File: src/rtl/cap_sense_scanner_pkg.sv
// Shared cap_sense definitions: FSM state encodings and reading-slot field layout,
// also used by the processor-side decode of the readings bus.
package cap_sense_scanner_pkg;

   typedef enum logic [1:0] {
      ST_IDLE    = 2'd0,
      ST_CHARGE  = 2'd1,
      ST_MEASURE = 2'd2,
      ST_STORE   = 2'd3
   } state_t;

   localparam int SLOT_W   = 32;
   localparam int COUNT_W  = 16;
   localparam int FLAG_BIT = 16;

   // Slot layout: [15:0] discharge count, [16] timeout flag, [31:17] zero.
   function automatic logic [SLOT_W-1:0] pack_slot(input logic [COUNT_W-1:0] count,
                                                   input logic                flag);
      return {15'd0, flag, count};
   endfunction

endpackage

File: src/rtl/cap_sense_scanner_if.sv
// Sensor-side and reading-side signals of the scanner, grouped with
// master (controller/bench) and slave (scanner) views.
interface cap_sense_scanner_if #(
   parameter int NUM_SENSORS = 9
);
   logic                        enable;
   logic [NUM_SENSORS-1:0]      capacitive_sensors_in;
   logic                        capacitive_sensors_out;
   logic [32*NUM_SENSORS-1:0]   readings;
   logic [NUM_SENSORS-1:0]      reading_valid;
   logic                        scan_done;
   logic                        busy;
   logic [3:0]                  sensor_sel;

   modport master (
      output enable, capacitive_sensors_in,
      input  capacitive_sensors_out, readings, reading_valid, scan_done, busy, sensor_sel
   );

   modport slave (
      input  enable, capacitive_sensors_in,
      output capacitive_sensors_out, readings, reading_valid, scan_done, busy, sensor_sel
   );
endinterface

File: src/rtl/cap_sense_sync.sv
// Two-flop synchronizer for one asynchronous sensor pad level.
module cap_sense_sync (
   input  logic clock,
   input  logic reset,
   input  logic d,
   output logic q
);
   logic meta_r;
   logic q_r;

   // Metastability filter stage followed by the stable output stage.
   always_ff @(posedge clock) begin
      if (reset) begin
         meta_r <= 1'b0;
         q_r    <= 1'b0;
      end else begin
         meta_r <= d;
         q_r    <= meta_r;
      end
   end

   assign q = q_r;
endmodule

File: src/rtl/cap_sense_scanner.sv
// Round-robin capacitive sensor scanner: charges the shared line, times each
// sensor's discharge with one shared counter and stores a 32-bit slot per sensor.
module cap_sense_scanner
   import cap_sense_scanner_pkg::*;
#(
   parameter int          NUM_SENSORS   = 9,
   parameter int          CHARGE_CYCLES = 64,
   parameter logic [15:0] TIMEOUT       = 16'hFFFF
) (
   input  logic               clock,
   input  logic               reset,
   cap_sense_scanner_if.slave bus
);
   localparam logic [15:0] CHARGE_LAST = 16'(CHARGE_CYCLES - 1);
   localparam logic [3:0]  SEL_LAST    = 4'(NUM_SENSORS - 1);

   state_t                    state_r, state_nxt_s;
   logic [15:0]               counter_r, counter_nxt_s;
   logic                      flag_r, flag_nxt_s;
   logic [3:0]                sel_r, sel_nxt_s;
   logic                      store_s;
   logic                      charge_r, charge_nxt_s;
   logic                      busy_r, busy_nxt_s;
   logic                      done_r, done_nxt_s;
   logic [32*NUM_SENSORS-1:0] readings_r;
   logic [NUM_SENSORS-1:0]    valid_r;
   logic [NUM_SENSORS-1:0]    synced_s;
   logic                      bit_s;

   for (genvar i = 0; i < NUM_SENSORS; i++) begin : g_sync
      cap_sense_sync u_sync (
         .clock (clock),
         .reset (reset),
         .d     (bus.capacitive_sensors_in[i]),
         .q     (synced_s[i])
      );
   end

   assign bit_s = synced_s[sel_r];

   // State, shared counter, selector and registered status outputs.
   always_ff @(posedge clock) begin
      if (reset) begin
         state_r   <= ST_IDLE;
         counter_r <= 16'd0;
         flag_r    <= 1'b0;
         sel_r     <= 4'd0;
         charge_r  <= 1'b0;
         busy_r    <= 1'b0;
         done_r    <= 1'b0;
      end else begin
         state_r   <= state_nxt_s;
         counter_r <= counter_nxt_s;
         flag_r    <= flag_nxt_s;
         sel_r     <= sel_nxt_s;
         charge_r  <= charge_nxt_s;
         busy_r    <= busy_nxt_s;
         done_r    <= done_nxt_s;
      end
   end

   // Next-state decode; a low discharge input outranks the timeout.
   always_comb begin
      state_nxt_s = state_r;
      case (state_r)
         ST_IDLE:    state_nxt_s = bus.enable ? ST_CHARGE : ST_IDLE;
         ST_CHARGE:  state_nxt_s = (counter_r == CHARGE_LAST) ? ST_MEASURE : ST_CHARGE;
         ST_MEASURE: state_nxt_s = (!bit_s || counter_r == TIMEOUT) ? ST_STORE : ST_MEASURE;
         ST_STORE:   state_nxt_s = bus.enable ? ST_CHARGE : ST_IDLE;
         default:    state_nxt_s = ST_IDLE;
      endcase
   end

   // Counter, flag and selector updates plus next values of registered outputs.
   always_comb begin
      counter_nxt_s = counter_r;
      flag_nxt_s    = flag_r;
      sel_nxt_s     = sel_r;
      store_s       = 1'b0;
      case (state_r)
         ST_IDLE: begin
            counter_nxt_s = 16'd0;
            flag_nxt_s    = 1'b0;
         end
         ST_CHARGE: begin
            counter_nxt_s = (counter_r == CHARGE_LAST) ? 16'd0 : counter_r + 16'd1;
         end
         ST_MEASURE: begin
            if (!bit_s) begin
               flag_nxt_s = 1'b0;
            end else if (counter_r == TIMEOUT) begin
               flag_nxt_s = 1'b1;
            end else begin
               counter_nxt_s = counter_r + 16'd1;
            end
         end
         ST_STORE: begin
            store_s       = 1'b1;
            counter_nxt_s = 16'd0;
            flag_nxt_s    = 1'b0;
            sel_nxt_s     = (sel_r == SEL_LAST) ? 4'd0 : sel_r + 4'd1;
         end
         default: begin
            counter_nxt_s = 16'd0;
            flag_nxt_s    = 1'b0;
         end
      endcase
      charge_nxt_s = (state_nxt_s == ST_CHARGE);
      busy_nxt_s   = (state_nxt_s != ST_IDLE);
      done_nxt_s   = (state_nxt_s == ST_STORE) && (sel_r == SEL_LAST);
   end

   // Reading slots: only the selected slot changes, and only in STORE.
   always_ff @(posedge clock) begin
      if (reset) begin
         readings_r <= '0;
         valid_r    <= '0;
      end else if (store_s) begin
         readings_r[32*sel_r +: 32] <= pack_slot(counter_r, flag_r);
         valid_r[sel_r]             <= 1'b1;
      end else begin
         readings_r <= readings_r;
         valid_r    <= valid_r;
      end
   end

   assign bus.capacitive_sensors_out = charge_r;
   assign bus.readings               = readings_r;
   assign bus.reading_valid          = valid_r;
   assign bus.scan_done              = done_r;
   assign bus.busy                   = busy_r;
   assign bus.sensor_sel             = sel_r;
endmodule

File: src/flat_wrapper.sv
// flat-port wrapper written by rule: the top's interface ports become plain ports
module cap_sense_scanner_flat import cap_sense_scanner_pkg::*;
#(
   parameter int          NUM_SENSORS   = 9,
   parameter int          CHARGE_CYCLES = 64,
   parameter logic [15:0] TIMEOUT       = 16'hFFFF
)
  (clock, reset, bus_enable, bus_capacitive_sensors_in, bus_capacitive_sensors_out, bus_readings, bus_reading_valid, bus_scan_done, bus_busy, bus_sensor_sel);
  cap_sense_scanner_if #(.NUM_SENSORS(NUM_SENSORS)) bus_i ();
  input  logic clock;
  input  logic reset;
  input wire logic [$bits(bus_i.enable)-1:0] bus_enable;
  input wire logic [$bits(bus_i.capacitive_sensors_in)-1:0] bus_capacitive_sensors_in;
  output wire logic [$bits(bus_i.capacitive_sensors_out)-1:0] bus_capacitive_sensors_out;
  output wire logic [$bits(bus_i.readings)-1:0] bus_readings;
  output wire logic [$bits(bus_i.reading_valid)-1:0] bus_reading_valid;
  output wire logic [$bits(bus_i.scan_done)-1:0] bus_scan_done;
  output wire logic [$bits(bus_i.busy)-1:0] bus_busy;
  output wire logic [$bits(bus_i.sensor_sel)-1:0] bus_sensor_sel;
  assign bus_i.enable = bus_enable;
  assign bus_i.capacitive_sensors_in = bus_capacitive_sensors_in;
  assign bus_capacitive_sensors_out = bus_i.capacitive_sensors_out;
  assign bus_readings = bus_i.readings;
  assign bus_reading_valid = bus_i.reading_valid;
  assign bus_scan_done = bus_i.scan_done;
  assign bus_busy = bus_i.busy;
  assign bus_sensor_sel = bus_i.sensor_sel;
  cap_sense_scanner #(.NUM_SENSORS(NUM_SENSORS), .CHARGE_CYCLES(CHARGE_CYCLES), .TIMEOUT(TIMEOUT)) u_core (.clock(clock), .reset(reset), .bus(bus_i));
endmodule
File: config.mk
export PLATFORM = sky130hd
export DESIGN_NAME = cap_sense_scanner_flat
export DESIGN_NICKNAME = d
export VERILOG_FILES = /design/src/rtl/cap_sense_scanner_pkg.sv /design/src/rtl/cap_sense_scanner_if.sv /design/src/rtl/cap_sense_sync.sv /design/src/rtl/cap_sense_scanner.sv /design/src/flat_wrapper.sv
export SDC_FILE = /design/constraint.sdc
export NUM_CORES = 1
export LEC_CHECK = 0
export CORE_AREA = 2 2 104 206
export CTS_CLUSTER_DIAMETER = 100
export DETAILED_ROUTE_END_ITERATION = 6
export DIE_AREA = 0 0 106 208
export GPL_TIMING_DRIVEN = 0
export PLACE_DENSITY = 0.86
export SLEW_MARGIN = 20
export SYNTH_ARGS = -nofsm -noshare
export SYNTH_HDL_FRONTEND = slang
export SYNTH_SLANG_ARGS = --single-unit
File: constraint.sdc
create_clock -name clock -period 3.5 [get_ports clock]
set_input_delay 0.875 -clock clock [delete_from_list [all_inputs] [get_ports clock]]
set_output_delay 0.875 -clock clock [all_outputs]
set_load 0.005 [all_outputs]
==> flow_metrics.tcl, run 1 <==
set metrics [dict create \
    cpLargestDelayFamily "compound AO/OA/AOI/OAI gates" \
    async_flop_share_pct 0 \
    worstReg2RegStart "u_core.bus.sensor_sel[0]" \
    initial_core_util_pct 44.4 \
    post-cts-setup-buffers 0 \
    slew_headroom_pct 23.4 \
    end_kind "register" \
    period_needed_ns 3.18 \
    setup_viol 0 \
    arrival_ns 3.56 \
    coreArea_um2 20500 \
    numCtsBuffers 18 \
    hold_ws_ns 0.433 \
    htreeDepth 1 \
    rsz0062_at_grt "no" \
    cpMostUsedCell "buf_6" \
    synth_edf_count 0 \
    layout.nets 1410 \
    switching_share_pct 21.7 \
    area_growth_pct 34.6 \
    clk_pin_slew_ns 0.07 \
    cts_root_buf "clkbuf_16" \
    chipWidth_um 106 \
    fin_skew_ns 0.0116 \
    hold_viol 0 \
    grt_start_max_net_pins 16 \
    min_period_over_period_pct 91.0 \
    dr_total_vias 8308 \
    clock-sinks 206 \
    diodes 0 \
    p_leak_nw 4.74 \
    crit_fanout 10 \
    firstDrtPassIters 7 \
    hold_path.class "reg2reg" \
    grt_usage_pct 25.1 \
    r2r_cells 10 \
    place_congestion 0.959 \
    wl_per_cell_um 17.2 \
    required_ns 3.88 \
    power.internal_mw 3.47 \
    ys_ff_latch 206 \
    max_stage_delay_ns 0.89 \
    worst-path-stages 10 \
    yosysSeqAreaShare_pct 45.4 \
    num_rows 74 \
    synthCells 1053 \
    irDropWorstVdd_uv 252 \
    dp_hpwl_mm 21.7 \
    grt-ovfl-total 0 \
    hold_depth 1 \
    grt_pass1_wl_mm 43.6 \
    viasPerCell 5.01 \
    remaining_drc_errors 0 \
    ys.flop_type "dfxtp_1" \
    drt_iter0_markers 477 \
    finalSetupTns_ns 0 \
    die_height_um 208 \
    cts_tree "yes" \
    drv_slew 0 \
    ios 316 \
    power_density_nw_per_um2 363 \
    power_switching_uw 963 \
    max_cap_viol_count 0 \
    synth.cell_area_um2 9090 \
    die-area_um2 22000 \
    wl_mm 28.5 \
    cpMaxStageDelayCell "a2111oi_4" \
    io_buffer_count 180 \
    avgSynthCellArea_um2 8.63 \
    cts_resized 0 \
    crit_buf_inv 4 \
    path_cells "buf_6 > inv_1 > ha_1 > buf_6 > nand2b_4 > a211o_4 > a2111oi_4 > buf_8 > mux2i_1 > nor2_1" \
    clock_latency_ns 0.49 \
    crit_type "reg2reg" \
    postCtsHoldBufs 0 \
    max_freq_mhz 314 \
    startpoint_type "register" \
    crit_start "u_core.bus.sensor_sel[0]" \
    p_clk_share_pct 41.1 \
    fin_ws_ns 0.316 \
    ant_nets 0 \
    p_comb_share_pct 5.7 \
    synth_warnings 0 \
    yosys.cell_types.count 58 \
    grt_pass1_vias 8105 \
    place_ws_ns 0.366 \
    status "completed" \
    drive_gt1_share_pct 14.4 \
    tightest_slew_ns 1.14 \
    hold_start "u_core.g_sync[8].u_sync.meta_r" \
    cts_max_path_buffers 3 \
    antenna_found_initial 0 \
    seqPwrFrac_pct 53.2 \
]
-- sequential cells by signal, indices dropped and copies added (netlist names) --
register	count
u_core.bus.capacitive_sensors_out	1
u_core.g_sync.u_sync.q	9
u_core.bus.scan_done	1
u_core.g_sync.u_sync.meta_r	9
u_core.bus.busy	1
u_core.state_r	2
u_core.counter_r	16
u_core.bus.readings	153
u_core.bus.reading_valid	9
u_core.bus.sensor_sel	4
u_core.flag_r	1
-- cell usage after synthesis (4+ instances only) --
cell type	instances	area (µm²)
buf_2	5	25.0
nand2_1	134	503
nand3_1	126	631
buf_4	138	1040
mux2i_1	38	380
dfxtp_1	206	4120
buf_1	6	22.5
clkbuf_1	47	176
or3_1	5	31.3
nor2b_1	21	131
and2_1	5	31.3
a21oi_1	136	681
nor2_1	64	240
o21ai_0	5	25.0
nor3_1	6	30.0
buf_6	16	180
nor4_1	7	43.8
inv_1	8	30.0
a311oi_1	4	35.0
xnor2_1	8	70.1
ha_1	11	138
a31oi_1	10	62.6
-- power by group through the flow --
stage / clock network, mW / logic, mW / registers, mW
after CTS: 1.82 / 0.244 / 2.36
after floorplan: 0 / 0.198 / 2.41
after global routing: 1.92 / 0.277 / 2.36
final: 1.82 / 0.253 / 2.36
after detailed placement: 0 / 0.243 / 2.41
after global placement: 0 / 0.241 / 2.41
-- cells by family after synthesis --
family / after synthesis / share of synthesized area (%)
AND/OR/NAND/NOR: 393 / 20.4
buffers and inverters: 224 / 17.0
flip-flops: 206 / 45.4
AO/OA/AOI/OAI: 169 / 10.4
multiplexers: 39 / 4.31
adder cells (fa/ha/maj): 11 / 1.51
XOR/XNOR: 10 / 0.964
other: 1 / 0.0413
-- metal layers --
metal	global-route usage (%)	vias to the layer above	wire, µm
li1	-	3929	-
met1	24.7	3774	9300
met2	45.9	482	14400
met3	4.04	123	2260
met4	19.1	0	2500
met5	0	-	0
-- metrics by stage --
| step | cell area [µm²] | utilization [%] | std cells | total power, mW |
|---|---|---|---|---|
| detailed placement | 11700 | 57.3 | 1633 | 2.66 |
| global placement | 11700 | 57.3 | 1633 | 2.66 |
| floorplan | 9590 | - | 1187 | 2.61 |
| finish | 12200 | 59.8 | 1659 | 4.43 |
| CTS | 12200 | 59.8 | 1659 | 4.43 |
| global route | 12200 | 59.8 | 1659 | 4.56 |
-- layout make-up --
class | count | area, µm²
plain buffers | 216 | 1520
clock buffers | 24 | 494
clock inverters | 2 | 10.0
fillers | 1725 | 8230
inverters | 8 | 30.0
multi-input cells | 757 | 3920
flip-flops and latches | 206 | 4120
well taps | 266 | 333
repair buffers | 180 | 1800
-- worst paths after layout --
check | end | slack (ns)
worst max-delay path | u_core.bus.readings[199] | 0.32
worst min-delay path | u_core.g_sync[8].u_sync.q | 0.43
worst max register to register | u_core.bus.readings[199] | 0.32
worst min register to register | u_core.g_sync[8].u_sync.q | 0.43
-- worst reg2reg max path: stages (launching register included) --
cell and delay (ns):
dfxtp_1 0.53, buf_6 0.21, inv_1 0.08, ha_1 0.21
buf_6 0.14, nand2b_4 0.14, a211o_4 0.37, a2111oi_4 0.89
buf_8 0.25, mux2i_1 0.20, nor2_1 0.05
-- layout by cell type, fill, tap and decap left out, drive strengths merged, types with 21 or more instances in the layout --
cell type / count
clkbuf: 73
mux2i: 38
nor2b: 21
buf: 166
conb: 135
a21oi: 136
nand3: 126
clkdlybuf4s50: 180
dfxtp: 206
nand2: 135
nor2: 64
(Power assumes the default switching activity.)
==> run 2, diff against run 1 <==
- SKIP_CTS_REPAIR_TIMING: not set -> 1
==> results of run 2 <==
Same layout as run 1: the final DEF is identical, and so are final timing and power.
==> run 3, diff against run 2 <==
- clock period: 3.5 -> 3.95 ns (I/O delays scaled with it)
==> results of run 3 <==
Same layout as run 1 (identical final DEF). Status: completed.
Among the figures that moved: setup slack after placement 0.366 ns -> 0.795 ns; setup slack after layout 0.316 ns -> 0.766 ns; register-to-register setup slack 0.32 ns -> 0.77 ns; total power 4.43 mW -> 3.93 mW; worst IR drop on VDD 252 µV -> 223 µV
